## config.mk

```make
export PLATFORM = sky130hd
export DESIGN_NAME = fifo_stream_reader
export DESIGN_NICKNAME = d
export VERILOG_FILES = /design/src/rtl/fifo_stream_reader.sv
export SDC_FILE = /design/constraint.sdc
export NUM_CORES = 1
export LEC_CHECK = 0
export BUFFER_PORTS_ARGS = -buffer_cell sky130_fd_sc_hd__buf_2
export CORE_MARGIN = 3
export CORE_UTILIZATION = 46
export DETAILED_ROUTE_END_ITERATION = 7
export PLACE_DENSITY = 0.66
export RECOVER_POWER = 50
export SETUP_SLACK_MARGIN = 0.1
export SLEW_MARGIN = 20
export SYNTH_ARGS = -nofsm -noshare
export SYNTH_HDL_FRONTEND = slang
export SYNTH_SLANG_ARGS = --single-unit
```

## constraint.sdc

```tcl
create_clock -name clk_i -period 3.93 [get_ports clk_i]
set_clock_uncertainty 0.2 [all_clocks]
set_input_delay 0.786 -clock clk_i [delete_from_list [all_inputs] [get_ports clk_i]]
set_output_delay 0.786 -clock clk_i [all_outputs]
set_load 0.1 [all_outputs]
```

## src/rtl/fifo_stream_reader.sv

```systemverilog
// Drains a one-cycle-latency synchronous FIFO into a valid/ready beat stream,
// framing every PKT_LEN words as a packet and counting completed packets.
module fifo_stream_reader #(
    parameter int WIDTH   = 8,
    parameter int PKT_LEN = 4
) (
    input  logic             clk_i,
    input  logic             rst_i,
    input  logic             fifo_empty_i,
    input  logic [WIDTH-1:0] fifo_rd_data_i,
    output logic             fifo_rd_en_o,
    output logic             m_valid_o,
    input  logic             m_ready_i,
    output logic [WIDTH-1:0] m_data_o,
    output logic             m_last_o,
    output logic [15:0]      pkt_cnt_o
);

    localparam int BEAT_W = (PKT_LEN > 1) ? $clog2(PKT_LEN) : 1;
    localparam logic [BEAT_W-1:0] LAST_BEAT = BEAT_W'(PKT_LEN - 1);

    logic [1:0]        occ_reg;
    logic [1:0]        occ_next;
    logic              inflight_reg;
    logic              head_reg;
    logic              head_next;
    logic [BEAT_W-1:0] beat_reg;
    logic [BEAT_W-1:0] beat_next;
    logic [15:0]       pkt_cnt_reg;
    logic [15:0]       pkt_cnt_next;
    logic [WIDTH-1:0]  entry_data [2];

    logic       pop;
    logic       capture;
    logic       wr_slot;
    logic [2:0] pending;

    assign m_valid_o = (occ_reg != 2'd0);
    assign pop       = m_valid_o && m_ready_i;
    assign capture   = inflight_reg;

    // Words that will occupy the buffer after this edge if no further read
    // lands; a new read is only safe while that leaves room for its data.
    assign pending      = {1'b0, occ_reg} + {2'b00, inflight_reg} - {2'b00, pop};
    assign fifo_rd_en_o = !rst_i && !fifo_empty_i && (pending <= 3'd1);

    // Tail slot sits occ entries behind the head; with occ=2 and a pop this
    // is the slot being vacated, so capture and pop can share an edge.
    assign wr_slot = head_reg ^ occ_reg[0];

    assign m_data_o  = entry_data[head_reg];
    assign m_last_o  = m_valid_o && (beat_reg == LAST_BEAT);
    assign pkt_cnt_o = pkt_cnt_reg;

    always_comb begin
        occ_next = occ_reg;
        if (capture && !pop) begin
            occ_next = occ_reg + 2'd1;
        end else if (!capture && pop) begin
            occ_next = occ_reg - 2'd1;
        end

        head_next = pop ? ~head_reg : head_reg;

        beat_next = beat_reg;
        if (pop) begin
            beat_next = (beat_reg == LAST_BEAT) ? '0 : beat_reg + BEAT_W'(1);
        end

        pkt_cnt_next = (pop && m_last_o) ? pkt_cnt_reg + 16'd1 : pkt_cnt_reg;
    end

    always_ff @(posedge clk_i or posedge rst_i) begin
        if (rst_i) begin
            occ_reg      <= 2'd0;
            inflight_reg <= 1'b0;
            head_reg     <= 1'b0;
            beat_reg     <= '0;
            pkt_cnt_reg  <= 16'd0;
        end else begin
            occ_reg      <= occ_next;
            inflight_reg <= fifo_rd_en_o;
            head_reg     <= head_next;
            beat_reg     <= beat_next;
            pkt_cnt_reg  <= pkt_cnt_next;
        end
    end

    // Entries are cleared on reset so an idle output reads as zero.
    for (genvar gi = 0; gi < 2; gi++) begin : g_entry
        logic [WIDTH-1:0] data_reg;

        always_ff @(posedge clk_i or posedge rst_i) begin
            if (rst_i) begin
                data_reg <= '0;
            end else if (capture && (wr_slot == 1'(gi))) begin
                data_reg <= fifo_rd_data_i;
            end
        end

        assign entry_data[gi] = data_reg;
    end

endmodule
```

==> impl_metrics.env, run 1 <==
export IMPL_gp_congestion=0.800
export IMPL_drt_wl_total_mm=3.17
export IMPL_cp_max_fo=6
export IMPL_worstMarginPinSlew_ns=2.00
export IMPL_synth_compound_area_share_pct=1.11
export IMPL_cts_root_buffer="clkbuf_8"
export IMPL_synth_top_family_by_area="multiplexers"
export IMPL_ant_nets=0
export IMPL_grt_pass1_wl_mm=5.20
export IMPL_cts_tree="built"
export IMPL_synth_mux_area_share_pct=17.2
export IMPL_htreeDepth=2
export IMPL_final_common_cell="dfrtp_1"
export IMPL_cts_sinks=38
export IMPL_wl_met1_mm=1.36
export IMPL_avgSynthCellArea_um2=13.3
export IMPL_final_cells=228
export IMPL_wl_per_cell_um=13.9
export IMPL_antenna_found_initial=0
export IMPL_placementRows=22
export IMPL_synth_fa_ha_area_share_pct=4.57
export IMPL_cp_arrival_ns=2.72
export IMPL_port_buffers=38
export IMPL_yosys_cell_types_count=27
export IMPL_io_pins=39
export IMPL_syn_nets=154
export IMPL_postSynthCellCount=136
export IMPL_finalSetupViolCount=0
export IMPL_antenna_cells=0
export IMPL_timing_final_hold_violations=0
export IMPL_clock_latency_ns=0.29
export IMPL_die_w_um=68.7
export IMPL_rsz0062_at_grt="false"
export IMPL_r2r_start="occ_reg[1]"
export IMPL_maxSlewViolCount=39
export IMPL_dp_slack_ns=0.376
export IMPL_start_util_pct=48.6
export IMPL_grt_start_max_net_pins=39
export IMPL_routed_wl_met2_mm=1.58
export IMPL_slew_headroom_pct=-33.6
export IMPL_placed_cell_area_mm2=0.00211
export IMPL_dr_max_layer_used="met4"
export IMPL_grt_usage_pct=15.4
export IMPL_layout_common_cells="dfrtp_1, buf_2, mux2_2"
export IMPL_avgViaCountPerCell=4.93
export IMPL_synth_xor_area_share_pct=10.6
export IMPL_failed_checks="capacitance limit, slew limit"
export IMPL_met3_length_um=172
export IMPL_worstSetupPathType="reg -> out"
export IMPL_synthSimpleGateAreaFrac_pct=11.4
export IMPL_syn_area_mm2=0.00181
export IMPL_rrSetupSlack_ns=1.41
export IMPL_synth_seq_cells=38
export IMPL_overflow=0
export IMPL_utilization_pct=58.9
export IMPL_drive_above_1_share_pct=45.6
export IMPL_cts_max_path_buffers=2
export IMPL_die_h_um=68.7
export IMPL_syn_to_final_growth_pct=21.2
export IMPL_min_path_type="reg -> reg"
export IMPL_clk_pin_slew_ns=0.07
export IMPL_fin_crit_ns=3.70
export IMPL_maxCapViolCount=1
export IMPL_critPathLaunchType="flip-flop"
export IMPL_dr_pass1_iters=4
export IMPL_postCtsSetupBuffers=0
export IMPL_reg2reg_depth=9
export IMPL_cts_resized=0
export IMPL_required_ns=2.94
export IMPL_fin_ws_ns=0.226
export IMPL_num_vias=1125
export IMPL_period_share_pct=94.2
export IMPL_worstSetupEndpointType="output port"
export IMPL_route_detailed_drc=0
export IMPL_grt_pass1_vias=1127
export IMPL_cts_hold_buf=0
export IMPL_cts_buffers=5
export IMPL_fin_area_mm2=0.00219
export IMPL_rr_endpoint="capture"
export IMPL_synth_warnings=0
export IMPL_coreArea_mm2=0.00372
export IMPL_min_to="pkt_cnt_o[15]"
export IMPL_die_area_mm2=0.00472
export IMPL_initialDrtViolationCount=41
export IMPL_status="complete, but fails checks"
export IMPL_placed_cells=220
export IMPL_fin_nets=197
export IMPL_holdPathStages=1
export IMPL_fmaxAchievable_mhz=270
export IMPL_hold_start="pkt_cnt_o[15]"
export IMPL_synth_yosys_seq_area_share_pct=52.6
export IMPL_dp_hpwl_mm=2.32
[layer usage]
layer  GRT usage (%)  vias up
li1                -      546
met1            18.4      547
met2            24.7       24
met3            5.51        8
met4            7.44        0
met5               0        -
[through the flow]
stage          hold WS (ns)  setup TNS (ns)
2_1_floorplan         0.250          -0.103
3_3_place_gp          0.256               0
3_5_place_dp          0.280               0
4_1_cts               0.292               0
5_1_grt               0.314               0
6_report              0.275               0
[final cells by class]
cell class,count,area [um^2]
repair buffers,39,208
multi-input cells,89,856
clock buffers,7,86.3
flip-flops and latches,38,952
fillers,334,1530
inverters,6,22.5
clock inverters,1,5.00
well taps,48,60.1
[how the worst max path moves through the flow]
stage / slack, ns / end / start / depth (start not counted)
after global placement: 0.43 / fifo_rd_en_o / m_ready_i / 10
final: 0.23 / fifo_rd_en_o / occ_reg[1] / 10
after detailed placement: 0.38 / fifo_rd_en_o / m_ready_i / 10
after global routing: 0.11 / fifo_rd_en_o / occ_reg[1] / 10
after CTS: 0.23 / fifo_rd_en_o / occ_reg[1] / 10
after floorplan: -0.10 / fifo_rd_en_o / occ_reg[1] / 9
[cells in the mapped netlist (all sizes together)]
cell type / instances / area, um^2
dfrtp: 38 / 951
nor3: 2 / 15.0
xor2: 6 / 52.6
nand3: 7 / 35.0
nand2: 10 / 45.0
or2: 1 / 6.26
inv: 6 / 22.5
nand2b: 1 / 6.26
ha: 5 / 62.6
xnor2: 15 / 139
nand4: 3 / 31.3
and2: 1 / 6.26
mux2: 25 / 312
o2111a: 1 / 12.5
buf: 3 / 22.5
fa: 1 / 20.0
nor4b: 1 / 8.76
and4: 2 / 17.5
a21o: 1 / 7.51
and3: 3 / 18.8
nor2: 4 / 15.0
[kinds of logic (layout without fill, tap and decap cells)]
kind of cell / Yosys count / in the layout
AO/OA/AOI/OAI: 2 / 2
multiplexers: 25 / 25
XOR/XNOR: 21 / 21
buffers and inverters: 9 / 53
adder cells (fa/ha/maj): 6 / 6
AND/OR/NAND/NOR: 35 / 35
flip-flops: 38 / 38
[critical path, cell delays in order (launching register included)]
cell     delay (ns)
dfrtp_1        0.48
or2_4          0.31
nand2_4        0.10
ha_4           0.21
inv_2          0.07
ha_4           0.12
inv_2          0.03
fa_2           0.36
xor2_2         0.16
nor4b_4        0.36
buf_12         0.22
Power of run 1 is left out: the tool's default activity adds up to more than one toggle a clock period on the data nets, which glitch-free logic cannot reach.
==> run 2, diff against run 1 <==
- CORE_ASPECT_RATIO: not set -> 1.25
- CTS_BUF_LIST: not set -> sky130_fd_sc_hd__clkbuf_4
- PLACE_DENSITY: 0.66 -> not set
- PLACE_DENSITY_LB_ADDON: not set -> 0.1
==> impl_metrics.env, run 2 (synthesis results as in run 1) <==
export IMPL_coreArea_mm2=0.00363
export IMPL_seq_area_um2=952
export IMPL_wl_met1_mm=1.41
export IMPL_die_w_um=62.1
export IMPL_syn_to_final_growth_pct=19.5
export IMPL_hold_worst_slack_ns=0.237
export IMPL_drt_wl_total_mm=3.34
export IMPL_final_common_cell="dfrtp_1"
export IMPL_avgViaCountPerCell=5.02
export IMPL_final_cells=232
export IMPL_clock_latency_ns=0.32
export IMPL_grt_pass1_vias=1219
export IMPL_fmaxAchievable_mhz=268
export IMPL_antenna_cells=0
export IMPL_cts_max_path_buffers=2
export IMPL_route_detailed_drc=0
export IMPL_rrSetupSlack_ns=1.42
export IMPL_fin_nets=199
export IMPL_dp_hpwl_mm=2.49
export IMPL_worstSetupEndpointType="output port"
export IMPL_min_path_type="in -> async"
export IMPL_port_buffers=38
export IMPL_reg2reg_depth=9
export IMPL_cts_resized=0
export IMPL_gp_congestion=0.741
export IMPL_dp_slack_ns=0.329
export IMPL_cts_buffers=5
export IMPL_grt_start_max_net_pins=32
export IMPL_tns_ns=0
export IMPL_multi_input_area_um2=856
export IMPL_cp_arrival_ns=2.74
export IMPL_rr_endpoint="capture"
export IMPL_grt_usage_pct=15.7
export IMPL_status="complete, but fails checks"
export IMPL_cts_sinks=38
export IMPL_failed_checks="capacitance limit, slew limit"
export IMPL_ant_nets=0
export IMPL_required_ns=2.94
export IMPL_rsz0062_at_grt="false"
export IMPL_start_util_pct=49.7
export IMPL_fillCellCount=300
export IMPL_placementRows=24
export IMPL_met3_length_um=158
export IMPL_antenna_found_initial=0
export IMPL_worstMarginPinSlew_ns=1.62
export IMPL_cts_root_buffer="clkbuf_4"
export IMPL_num_vias=1164
export IMPL_dr_max_layer_used="met4"
export IMPL_fin_ws_ns=0.199
export IMPL_initialDrtViolationCount=29
export IMPL_maxCapViolCount=1
export IMPL_die_area_mm2=0.00472
export IMPL_cts_hold_buf=0
export IMPL_maxSlewViolCount=32
export IMPL_timing_final_hold_violations=0
export IMPL_clk_pin_slew_ns=0.11
export IMPL_routed_wl_met2_mm=1.71
export IMPL_r2r_start="occ_reg[0]"
export IMPL_wl_per_cell_um=14.4
export IMPL_htreeDepth=2
export IMPL_die_h_um=76.1
export IMPL_layout_common_cells="dfrtp_1, buf_2, mux2_2"
export IMPL_critPathLaunchType="flip-flop"
export IMPL_worstSetupPathType="reg -> out"
export IMPL_cts_tree="built"
export IMPL_cp_max_fo=6
export IMPL_dr_pass1_iters=4
export IMPL_period_share_pct=94.9
export IMPL_overflow=0
export IMPL_io_pins=39
export IMPL_finalSetupViolCount=0
export IMPL_slew_headroom_pct=-7.86
export IMPL_placed_cells=224
export IMPL_drive_above_1_share_pct=45.6
export IMPL_grt_pass1_wl_mm=5.60
export IMPL_fin_crit_ns=3.73
[run 2: worst max-delay path by stage]
stage               start      endpoint  slack (ns)  cells past startpoint
2_1_floorplan  occ_reg[1]  fifo_rd_en_o       -0.10                      9
3_3_place_gp    m_ready_i  fifo_rd_en_o        0.43                     10
3_5_place_dp    m_ready_i  fifo_rd_en_o        0.33                     10
4_1_cts        occ_reg[1]  fifo_rd_en_o        0.13                     10
5_1_grt        occ_reg[0]  fifo_rd_en_o        0.07                     10
6_report       occ_reg[0]  fifo_rd_en_o        0.20                     10
[run 2: what timing repair did]
| action | in CTS | in global routing |
|---|---|---|
| endpoints found under the hold margin | 0 | 0 |
| setup buffers | 0 | 2 |
| endpoints found under the setup margin | 0 | 1 |
[run 2: area by class of cell]
type	count	share of cell area, %
sequential	38	44.1
inverter	6	1.04
multi-input combinational	89	39.6
clock buffer	5	1.74
tap	52	3.01
clock inverter	1	0.174
timing repair buffer	41	10.3
[run 2: layer usage]
metal	GRT usage (%)	vias up
li1	-	555
met1	19.2	573
met2	24.9	30
met3	4.07	6
met4	7.22	0
met5	0	-
[run 2: metrics by stage]
step                utilization, %  area, um^2
global placement              58.3        2120
global route                  59.4        2160
floorplan                        -        1860
detailed placement            58.3        2120
CTS                           59.4        2160
finish                        59.4        2160
[run 2: critical path: stages, from the launching register on]
cell	delay, ns
dfrtp_1	0.50
or2_4	0.29
nand2_4	0.10
ha_4	0.21
inv_2	0.07
ha_4	0.12
inv_2	0.03
fa_2	0.36
xor2_2	0.18
nor4b_4	0.32
buf_12	0.22
Power of run 2 is left out for the same reason.
